--- config.mk ---
export PLATFORM = sky130hd
export DESIGN_NAME = shift_seq_ctrl
export DESIGN_NICKNAME = d
export VERILOG_FILES = /design/src/rtl/shift_seq_pkg.sv /design/src/rtl/shift_core.sv /design/src/rtl/shift_seq_ctrl.sv
export SDC_FILE = /design/constraint.sdc
export NUM_CORES = 1
export LEC_CHECK = 0
export ABC_AREA = 1
export BUFFER_PORTS_ARGS = -buffer_cell sky130_fd_sc_hd__buf_2
export CORE_MARGIN = 2
export CORE_UTILIZATION = 40
export DETAILED_ROUTE_END_ITERATION = 6
export PLACE_DENSITY = 0.58
export SLEW_MARGIN = 30
export SYNTH_ARGS = -nofsm -noshare
export SYNTH_HDL_FRONTEND = slang
export SYNTH_SLANG_ARGS = --single-unit
--- constraint.sdc ---
create_clock -name clk -period 2.89 [get_ports clk]
set_input_delay 0.4335 -clock clk [delete_from_list [all_inputs] [get_ports clk]]
set_output_delay 0.4335 -clock clk [all_outputs]
set_load 0.02 [all_outputs]
--- src/rtl/shift_seq_pkg.sv ---
// Shared types and helpers for the shift frame sequencer.
package shift_seq_pkg;

  typedef enum logic [1:0] {
    IDLE  = 2'd0,
    SHIFT = 2'd1,
    DONE  = 2'd2
  } state_t;

  localparam logic DIR_LEFT  = 1'b0;
  localparam logic DIR_RIGHT = 1'b1;

  // A zero or oversized length asks for a full-width frame.
  function automatic int unsigned eff_len(input int unsigned len, input int unsigned width);
    return ((len == 0) || (len > width)) ? width : len;
  endfunction

endpackage

--- src/rtl/shift_core.sv ---
// Loadable bidirectional shift register with serial in and async active-low clear.
module shift_core
  import shift_seq_pkg::*;
#(
  parameter int WIDTH = 8
) (
  input  logic             clk,
  input  logic             rst,
  input  logic             load,
  input  logic [WIDTH-1:0] load_data,
  input  logic             shift_en,
  input  logic             dir,
  input  logic             ser_in,
  output logic [WIDTH-1:0] q
);

  // Load wins over shift so a new frame always starts from the host word.
  always_ff @(posedge clk or negedge rst) begin
    if (!rst) begin
      q <= '0;
    end else if (load) begin
      q <= load_data;
    end else if (shift_en) begin
      if (dir == DIR_RIGHT) begin
        q <= {ser_in, q[WIDTH-1:1]};
      end else begin
        q <= {q[WIDTH-2:0], ser_in};
      end
    end
  end

endmodule

--- src/rtl/shift_seq_ctrl.sv ---
// Frame sequencer: request handshake, serial shift of a loaded word, response handshake.
// Optional abort input/aborted pulse enabled by defining SHIFT_SEQ_CTRL_ABORT_EN.
module shift_seq_ctrl
  import shift_seq_pkg::*;
#(
  parameter  int WIDTH = 8,
  localparam int CNT_W = $clog2(WIDTH + 1)
) (
  input  logic             clk,
  input  logic             rst,
  input  logic             req_valid,
  output logic             req_ready,
  input  logic             req_dir,
  input  logic [CNT_W-1:0] req_len,
  input  logic [WIDTH-1:0] req_data,
  input  logic             stall,
  input  logic             ser_in,
  output logic             ser_out,
  output logic             shift_active,
  output logic             resp_valid,
  input  logic             resp_ready,
`ifdef SHIFT_SEQ_CTRL_ABORT_EN
  input  logic             abort,
  output logic             aborted,
`endif
  output logic [WIDTH-1:0] resp_data
);

  state_t           state;
  logic             dir;
  logic [CNT_W-1:0] cnt;
  logic             ready_q;
  logic             resp_valid_q;
  logic [WIDTH-1:0] resp_data_q;
  logic [WIDTH-1:0] sr;
  logic             accept;
  logic             shift_go;
  logic [CNT_W-1:0] req_cnt;
`ifdef SHIFT_SEQ_CTRL_ABORT_EN
  logic             aborted_q;
`endif

  assign accept   = (state == IDLE) && req_valid && ready_q;
  assign req_cnt  = CNT_W'(eff_len(32'(req_len), WIDTH));
`ifdef SHIFT_SEQ_CTRL_ABORT_EN
  assign shift_go = (state == SHIFT) && !stall && !abort;
`else
  assign shift_go = (state == SHIFT) && !stall;
`endif

  shift_core #(
    .WIDTH(WIDTH)
  ) u_core (
    .clk      (clk),
    .rst      (rst),
    .load     (accept),
    .load_data(req_data),
    .shift_en (shift_go),
    .dir      (dir),
    .ser_in   (ser_in),
    .q        (sr)
  );

  // The response is registered one edge after entering DONE, giving L+1 edges of latency.
  always_ff @(posedge clk or negedge rst) begin
    if (!rst) begin
      state        <= IDLE;
      dir          <= DIR_LEFT;
      cnt          <= '0;
      ready_q      <= 1'b0;
      resp_valid_q <= 1'b0;
      resp_data_q  <= '0;
`ifdef SHIFT_SEQ_CTRL_ABORT_EN
      aborted_q    <= 1'b0;
`endif
    end else begin
`ifdef SHIFT_SEQ_CTRL_ABORT_EN
      aborted_q <= 1'b0;
`endif
      case (state)
        IDLE: begin
          ready_q <= 1'b1;
          if (accept) begin
            ready_q <= 1'b0;
            dir     <= req_dir;
            cnt     <= req_cnt;
            state   <= SHIFT;
          end
        end
        SHIFT: begin
`ifdef SHIFT_SEQ_CTRL_ABORT_EN
          if (abort) begin
            cnt       <= '0;
            ready_q   <= 1'b1;
            aborted_q <= 1'b1;
            state     <= IDLE;
          end else
`endif
          if (!stall) begin
            cnt <= cnt - CNT_W'(1);
            if (cnt == CNT_W'(1)) begin
              state <= DONE;
            end
          end
        end
        DONE: begin
          if (!resp_valid_q) begin
            resp_valid_q <= 1'b1;
            resp_data_q  <= sr;
          end else if (resp_ready) begin
            resp_valid_q <= 1'b0;
            resp_data_q  <= '0;
            ready_q      <= 1'b1;
            state        <= IDLE;
          end
        end
        default: begin
          state   <= IDLE;
          ready_q <= 1'b0;
        end
      endcase
    end
  end

  assign req_ready    = ready_q;
  assign resp_valid   = resp_valid_q;
  assign resp_data    = resp_data_q;
  assign shift_active = shift_go;
  assign ser_out      = (state == SHIFT) ? ((dir == DIR_RIGHT) ? sr[0] : sr[WIDTH-1]) : 1'b0;
`ifdef SHIFT_SEQ_CTRL_ABORT_EN
  assign aborted      = aborted_q;
`endif

endmodule

==> impl_metrics.csv <==
group,metric,value,unit
synth,syn_nets,196,
place,portBuffers,30,
synth,synth-edff-count,0,
place,dpl_worst_slack,1370,ps
global_route,grt_pass1_wl,5110,microns
timing,relSlewSlack,0.625,
critical_path,crit_type,"flop to primary output",
min_path,hold_path_class,"input pin to asynchronous set/reset pin",
final_layout,syn2layout_area_growth,13.8,%
critical_path,end_kind,"primary output",
pwr,power.share.clock,0.100,
critical_path,path_buf_inv,2,
cts,cts_tree,"yes",
timing,rsz0062_at_grt,"no",
critical_path,path_cells,"inv_2 -> nor2_4 -> o21ai_0 -> a21oi_1 -> buf_2",
floorplan,die-height,62.7,microns
final_layout,diodes,0,
place,hpwl,2210,microns
global_route,grt_usage,0.162,
floorplan,pin_count,31,
floorplan,die_x,62.7,microns
synth,synth_most_common_cell,"nand2_1",
pwr,switchingPower,0.805,mW
final_layout,nets,226,
critical_path,critical_path_peak_fanout,5,
cts,cts-htree-levels,1,
timing,clock_skew,13.1,ps
global_route,antenna_found_initial,0,
timing,maxSlewViolCount,0,
synth,yosysSeqAreaShare,0.454,
timing,post-route-period-util,0.661,
timing,fin_hold_ws,62.8,ps
final_layout,final_util,0.474,
pwr,pwr-share-comb,0.514,
synth,async_flop_share,1.00,
floorplan,core,3310,sq um
synth,synth-seq-cells,25,
drt,dr.pass1.iters,4,
synth,ys_types,21,
synth,synth_cells,175,
global_route,grt_pass1_vias,1121,
cts,cts_resized,0,
timing,period_needed,1910,ps
critical_path,crit_arrival,1480,ps
drt,vias_per_cell,4.86,
cts,clk_latency,330,ps
global_route,grt.overflow.total,0,
outcome,status,"completed",
timing,setup_viol,0,
drt,detail-route-antenna-nets,0,
synth,ys.flop_type,"dfrtp_1",
cts,numCtsBuffers,3,
synth,synth_largest_area_cell,"dfrtp_1",
critical_path,cp-start-kind,"flop",
final_layout,drive_gt1_frac,0.216,
cts,clockBufferDepth,2,
cts,clkSinkCount,25,
cts,clkTransAtPathRegs,150,ps
synth,yosysWarningCount,0,
timing,worstMarginPinSlew,562,ps
timing,timing.final.hold_violations,0,
synth,synth_top_area_frac,0.454,
pwr,swShare,0.480,
job,drv_cap,0,
cts,cts-root-buf,"clkbuf_4",
global_route,grt_start_max_net_pins,26,
timing,fin_ws,979,ps
cts,cts_setup_buffers,0,
drt,drc,0,
critical_path,cp_slowest_cell,"dfrtp_1",
pwr,vdd_ir_drop_max,374,uV
synth,syn_area,1380,sq um
drt,num_vias,1216,
pwr,p_leak,0.827,nW
timing,fin_setup_tns,0,ps
pwr,p_seq_frac,0.386,
critical_path,slowest_delay,490,ps
place,gp_congestion,0.845,
cts,holdBufCountCts,0,
floorplan,die-area,3930,sq um
synth,synth_commonest_cells,"nand2_1 (51), dfrtp_1 (25), o21ai_0 (22)",
drt,wl_per_cell,11.6,microns
pwr,p_int,0.874,mW
critical_path,crit_required,2460,ps
critical_path,crit_family,"flip-flops",
floorplan,start_util,0.416,
pwr,power.total,1.68,mW
drt,totalWireLength,2890,microns
synth,syn_avg_cell_area,7.87,sq um
drt,drt_iter0_markers,54,
pwr,power.density,1070,nW/um^2
floorplan,row_count,21,
timing,max_freq,0.523,GHz
synth,synth_area_leaders,"dfrtp_1 (45%), nand2_1 (14%), o21ai_0 (8.0%)",
==> through the flow <==
step | instances | instance area (sq um)
after CTS | 250 | 1570
after global routing | 250 | 1570
after global placement | 246 | 1540
final | 250 | 1570
after floorplan | 175 | 1380
after detailed placement | 246 | 1540
==> registers in the layout, summed over array words and instances, names as in the netlist <==
| register | count |
|---|---|
| resp_data | 8 |
| cnt | 4 |
| resp_valid | 1 |
| u_core.q | 8 |
| dir | 1 |
| state | 2 |
| req_ready | 1 |
==> layout make-up <==
class | count | area [sq um]
Clock buffer | 3 | 22.5
Clock inverter | 1 | 7.51
Fill cell | 349 | 1740
Inverter | 19 | 71.3
Multi-Input combinational cell | 126 | 633
Sequential cell | 25 | 626
Tap cell | 46 | 57.6
Timing Repair Buffer | 30 | 150
==> layout by cell type (no fill, tap or decap), drive strengths merged <==
cell type and count:
nand2 56, buf 30, dfrtp 25, o21ai 23, inv 19, nor2 17, nand3 14, a21oi 4
o211ai 4, o22ai 3, clkbuf 3, ha 2, nand4 1, xor2 1, nand3b 1, clkinvlp 1
==> power groups by stage <==
stage | logic (mW) | clock network (mW) | registers, mW
finish | 0.863 | 0.168 | 0.648
global route | 0.990 | 0.193 | 0.679
CTS | 0.874 | 0.173 | 0.648
detailed placement | 0.873 | 0 | 0.656
global placement | 0.854 | 0 | 0.648
floorplan | 0.626 | 0 | 0.699
==> metal layers <==
| layer | routed length, microns | vias up | track usage |
|---|---|---|---|
| met1 | 1320 | 558 | 0.224 |
| li1 | - | 624 | - |
| met2 | 1360 | 30 | 0.259 |
| met3 | 168 | 4 | 0.0306 |
| met5 | 0 | - | 0 |
| met4 | 31 | 0 | 0.0500 |
==> cell families (layout without fill, tap and decap cells) <==
kind of cell / count (synthesis) / in the layout / share of synthesized area
simple gates: 89 / 89 / 0.302
compound gates: 34 / 34 / 0.134
flops: 25 / 25 / 0.454
buf+inv: 24 / 53 / 0.0863
fa+ha+maj: 2 / 2 / 0.0182
xor+xnor: 1 / 1 / 0.00636
==> worst paths after layout <==
path	startpoint	to	slack (ps)	cells after the start
worst max-delay path	state[0]	ser_out	980	5
worst min-delay path	rst	resp_data[0]	60	1
worst max register to register	state[1]	cnt[0]	1410	6
worst min register to register	u_core.q[6]	u_core.q[6]	500	2
max in group asynchronous	rst	cnt[3]	2450	1
min in group clk	req_dir	dir	300	3
==> worst reg2reg max path, stage by stage (launching register included) <==
cell and delay, ps:
dfrtp_1 450, inv_1 170, nand2_1 90, nor2_1 380
nor2_4 120, nor2_1 110, a21oi_1 60
Note: power is estimated with default switching activity, not from simulation.
